**src/rtl/aibnd_red_shift_ctrl.sv**
```systemverilog
// Per-column redundancy shift controller: turns a failing-lane request into a thermometer
// shift_en vector, sequenced gate -> update -> settle -> ungate. Optional: AIBND_RED_SHIFT_LOCK_EN.
module aibnd_red_shift_ctrl #(
   parameter int unsigned NUM_LANES = 24,
   parameter int unsigned LW        = 5,
   parameter int unsigned GATE_CYC  = 4
) (
   input  logic                 clk,
   input  logic                 rst,
   input  logic                 req_valid,
   output logic                 req_ready,
   input  logic [LW-1:0]        req_lane,
   input  logic                 req_repair,
   output logic [NUM_LANES-1:0] shift_en,
   output logic                 clk_gate_n,
   output logic                 done,
   output logic                 err,
   output logic                 busy
);

   localparam int unsigned CW = 4;
   // UPDATE is itself a gated cycle, so GATE covers the remaining GATE_CYC-1 pre-change cycles
   localparam logic [CW-1:0] GATE_LAST   = CW'((GATE_CYC >= 2) ? (GATE_CYC - 2) : 0);
   localparam logic [CW-1:0] SETTLE_LAST = CW'(GATE_CYC - 1);

   typedef enum logic [1:0] {
      IDLE   = 2'd0,
      GATE   = 2'd1,
      UPDATE = 2'd2,
      SETTLE = 2'd3
   } state_t;

   state_t                 state;
   logic [CW-1:0]          cnt;
   logic [LW-1:0]          lane_q;
   logic                   repair_q;
   logic [NUM_LANES-1:0]   target;
   logic                   locked;
   logic                   bad_lane;

   assign bad_lane = req_repair && (32'(req_lane) >= NUM_LANES);

   // Thermometer: every lane at or above the failing one takes its neighbour's input
   always_comb begin
      target = '0;
      for (int i = 0; i < NUM_LANES; i++) begin
         target[i] = repair_q && (32'(i) >= 32'(lane_q));
      end
   end

`ifdef AIBND_RED_SHIFT_LOCK_EN
   logic lock_q;

   // Sticky after the first completed repair; only reset releases it
   always_ff @(posedge clk) begin
      if (rst) begin
         lock_q <= 1'b0;
      end else if (state == SETTLE && cnt == SETTLE_LAST && repair_q) begin
         lock_q <= 1'b1;
      end
   end

   assign locked = lock_q;
`else
   assign locked = 1'b0;
`endif

   always_ff @(posedge clk) begin
      if (rst) begin
         state      <= IDLE;
         cnt        <= '0;
         lane_q     <= '0;
         repair_q   <= 1'b0;
         shift_en   <= '0;
         clk_gate_n <= 1'b1;
         req_ready  <= 1'b1;
         busy       <= 1'b0;
         done       <= 1'b0;
         err        <= 1'b0;
      end else begin
         done <= 1'b0;
         err  <= 1'b0;
         case (state)
            IDLE: begin
               if (req_valid && req_ready) begin
                  lane_q   <= req_lane;
                  repair_q <= req_repair;
                  cnt      <= '0;
                  if (locked || bad_lane) begin
                     err <= 1'b1;
                  end else begin
                     clk_gate_n <= 1'b0;
                     req_ready  <= 1'b0;
                     busy       <= 1'b1;
                     state      <= (GATE_CYC == 1) ? UPDATE : GATE;
                  end
               end
            end
            GATE: begin
               if (cnt == GATE_LAST) begin
                  cnt   <= '0;
                  state <= UPDATE;
               end else begin
                  cnt <= cnt + CW'(1);
               end
            end
            UPDATE: begin
               shift_en <= target;
               cnt      <= '0;
               state    <= SETTLE;
            end
            SETTLE: begin
               if (cnt == SETTLE_LAST) begin
                  cnt        <= '0;
                  clk_gate_n <= 1'b1;
                  req_ready  <= 1'b1;
                  busy       <= 1'b0;
                  done       <= 1'b1;
                  state      <= IDLE;
               end else begin
                  cnt <= cnt + CW'(1);
               end
            end
            default: state <= IDLE;
         endcase
      end
   end

endmodule

```
**config.mk**
```make
export PLATFORM = sky130hd
export DESIGN_NAME = aibnd_red_shift_ctrl
export DESIGN_NICKNAME = d
export VERILOG_FILES = /design/src/rtl/aibnd_red_shift_ctrl.sv
export SDC_FILE = /design/constraint.sdc
export NUM_CORES = 1
export LEC_CHECK = 0
export ABC_CLOCK_PERIOD_IN_PS = 1700
export CELL_PAD_IN_SITES_DETAIL_PLACEMENT = 2
export CELL_PAD_IN_SITES_GLOBAL_PLACEMENT = 2
export CORE_MARGIN = 1.5
export CORE_UTILIZATION = 26
export CTS_BUF_LIST = sky130_fd_sc_hd__clkbuf_16
export DETAILED_ROUTE_END_ITERATION = 10
export HOLD_SLACK_MARGIN = 0.05
export PLACE_DENSITY_LB_ADDON = 0.1
export SYNTH_ARGS = -nofsm -noshare
export SYNTH_HDL_FRONTEND = slang
export SYNTH_SLANG_ARGS = --single-unit
export TNS_END_PERCENT = 10
```
**constraint.sdc**
```tcl
create_clock -name clk -period 1.7 [get_ports clk]
set_input_delay 0.51 -clock clk [delete_from_list [all_inputs] [get_ports clk]]
set_output_delay 0.51 -clock clk [all_outputs]
set_load 0.02 [all_outputs]
```
==> results.md <==
* CTS root buffer: clkbuf_16
* Worst Skew at ~0.0055 ns
* Average cell area after synthesis at between 8 and 9 um^2
* Worst Setup Start Kind: register
* DRC at 0
* Share of cells above drive strength 1 at 12.1%
* Ant diodes at 0
* H-tree depth at 2
* Reg2Reg Capture Point: state[0]
* Remaining Overflow, GRT at 0
* F_max at 604 MHz
* Critical Path Sink Type: register
* Unrepaired setup endpoints after global routing: yes
* Row count at 29
* Net Count, Synth at approximately 220
* Min-Delay Path Class: register to register
* Kind of critical path: register to register
* Syn Inst Count at approximately 210
* Drt total wl at a little under 5 mm
* Slew headroom at around two thirds
* Post-DP Area at around 2300 um^2
* Vias in the first global route at about 1.8k
* Final setup fails at 0
* Sink Count at 40
* TritonCTS buffer count at 5
* DP HPWL at 3.51 mm
* Global-route wire length before repair at about 8.4 mm
* Ports at 38
* R2r setup slk at around 0.045 ns
* Die extent in y at approximately 84 um
* Hold Violations, Final at 0
* Pwr/cell area at around 1300 nW/um^2
* R2r worst-path depth at 5
* Final max-slew violation count at 0
* # Post-CTS Setup Buffers at 0
* Max incr delay on CP at around 0.37 ns
* Largest net degree at the start of global routing at 25
* Maximum fanout along the worst path at 4
* Via Count at 1641
* Drt wl/cell at approximately 15 um
* First-pass iteration count of the detailed router at 4
* Tcrit/Tclk final at a little over nine tenths
* Core Region at roughly 6300 um^2
* Clock Tree Buf Depth at 2
* Seq/Total Area, Yosys at 47.1%
* Buf+Inv Stages, Crit Path at 0
* Pre-CTS setup slack at -0.208 ns
* Synth warnings at 0
* Critical Path Slowest Stage Cell: dfxtp_4
* Final worst setup slack at roughly 0.045 ns
* Hold-critical path depth at 2
* Area delta synth->final at 42.0%
* Post-route cell area at roughly 2400 um^2
* Die width at between 80 and 90 um
* Hold-fix buffers, CTS at 0
* Post-route insts no fill at between 300 and 400
* Crit path max-delay family: simple AND/OR/NAND/NOR gates
* Post-route ant nets at 0
* Fillers at 719
* Status: completed
* Hold worst-path end: shift_en[19]
* Clock transition at the registers of the reported paths at ~0.06 ns
* Worst Tran Pin Value at around 0.52 ns
* IO Port Bufs at 37
* Worst R2R Start: cnt[1]
* Final min period at around 1.7 ns
* Die area at between 7000 and 8000 um^2
* Gr usage total at between 10% and 20%
* Starting Density at 26.8%
* Netlist Area Pre-Place at 1700 um^2
* Nets at 271
* Number of DRC markers in iteration 0 at 35
* Via/cell ratio at slightly below 5
* Synth cell types at 33
* Crit-path cells: ha_4 -> or3b_4 -> a22o_1 -> or3_1 -> a21oi_2
* CTS tree: yes
* Worst vdd ir at approximately 0.51 mV
* Leakage at approximately 1.0 nW
* Clock Latency Late Sink at 0.28 ns
* Placed insts at between 300 and 400
* Most frequent cells in the layout: dfxtp_1, nand2_1, dlygate4sd2_1, a21oi_1, nor2_1
* HP Start: shift_en[19]
* WP data required at 1.92 ns
* GP Congestion at 0.709
* Most common cell after layout, fill and taps aside: dfxtp_1
* # Max-Cap Violations at 0
* #FFs+latches synth at 40
* Total power at roughly 3.1 mW
* Initial antenna violation count at 0
* Arr. time, crit path at 1.88 ns
[worst reg2reg max path, cell delays in order (launching register included)]
cell,delay [ns]
dfxtp_4,0.37
ha_4,0.13
or3b_4,0.37
a22o_1,0.25
or3_1,0.36
a21oi_2,0.11
[area by class of cell]
cell class | count | area, um^2 | share of cell area, %
flip-flops and latches | 40 | 806 | 33.4
repair buffers | 54 | 478 | 19.8
well taps | 77 | 96.3 | 3.99
inverters | 6 | 22.5 | 0.932
clock buffers | 5 | 125 | 5.18
multi-input cells | 148 | 850 | 35.2
clock inverters | 3 | 38.8 | 1.61
[cells in the mapped netlist, drive strengths merged]
library cell  number  area [um^2]
inv                6         22.5
a21o               1         7.51
a32oi              1         8.76
a221oi             1         8.76
or3                2         12.5
a22oi              9         67.6
nand3              9         45.0
o31ai              2         15.0
or3b               2         17.5
nor2b              2         12.5
o22ai              1         6.26
or4                1         7.51
buf                1         7.51
nor2              23         86.3
a31oi              3         18.8
a21oi             25          125
o21a               1         7.51
clkbuf            13         48.8
nand2             32          120
a22o               1         8.76
o2bb2ai            1         8.76
nor3               2         10.0
nor4               2         12.5
nand3b             3         22.5
a21boi             2         15.0
and3               3         18.8
or4bb              1         11.3
nor3b              1         7.51
o21bai             1         7.51
ha                 7         87.6
o21ai              9         45.0
dfxtp             40          801
[flip-flops by register name (all words and copies together) (netlist names)]
signal      cells
busy            1
repair_q        1
err             1
clk_gate_n      1
state           2
cnt             4
done            1
shift_en       24
lane_q          5
[through the flow]
step	TNS, ns	util [%]	hold slack, ns
2_1_floorplan	0	-	0.455
3_3_place_gp	-0.857	35.5	0.446
3_5_place_dp	-1.14	35.5	0.459
4_1_cts	-0.00796	37.7	0.466
5_1_grt	-0.0388	38.0	0.482
6_report	0	38.0	0.460
[how the worst max path moves through the flow]
stage | to | from | depth (start not counted) | slack (ns)
2_1_floorplan | state[0] | cnt[0] | 5 | 0.02
3_3_place_gp | state[0] | req_lane[4] | 5 | -0.16
3_5_place_dp | state[0] | req_lane[4] | 5 | -0.21
4_1_cts | state[0] | cnt[1] | 5 | -0.008
5_1_grt | cnt[3] | cnt[0] | 6 | -0.02
6_report | state[0] | cnt[1] | 5 | 0.04
[metal layers]
metal	vias up	part of all wire, %	track usage, %
li1	814	-	-
met1	798	47	17.9
met2	23	49	26.1
met3	6	2.5	2.97
met4	0	1.5	4.92
met5	-	0	0
[logic make-up after synthesis]
kind of cell    count (synthesis)  synth area share (%)
simple gates                   83                  22.6
buf+inv                        20                  4.63
compound gates                 58                  20.6
flops                          40                  47.1
fa+ha+maj                       7                  5.15
[power breakdown]
group	switching [mW]	internal (mW)	total (mW)
registers	0.113	1.03	1.14
logic	0.526	0.405	0.931
clock network	0.377	0.685	1.06
total	1.02	2.12	3.14
[timing repair]
item / CTS / global route
endpoints found under the setup margin: 32 / 6
gates resized for setup: 29 / 8
pin swaps: 0 / 3
(Power assumes the default switching activity.)
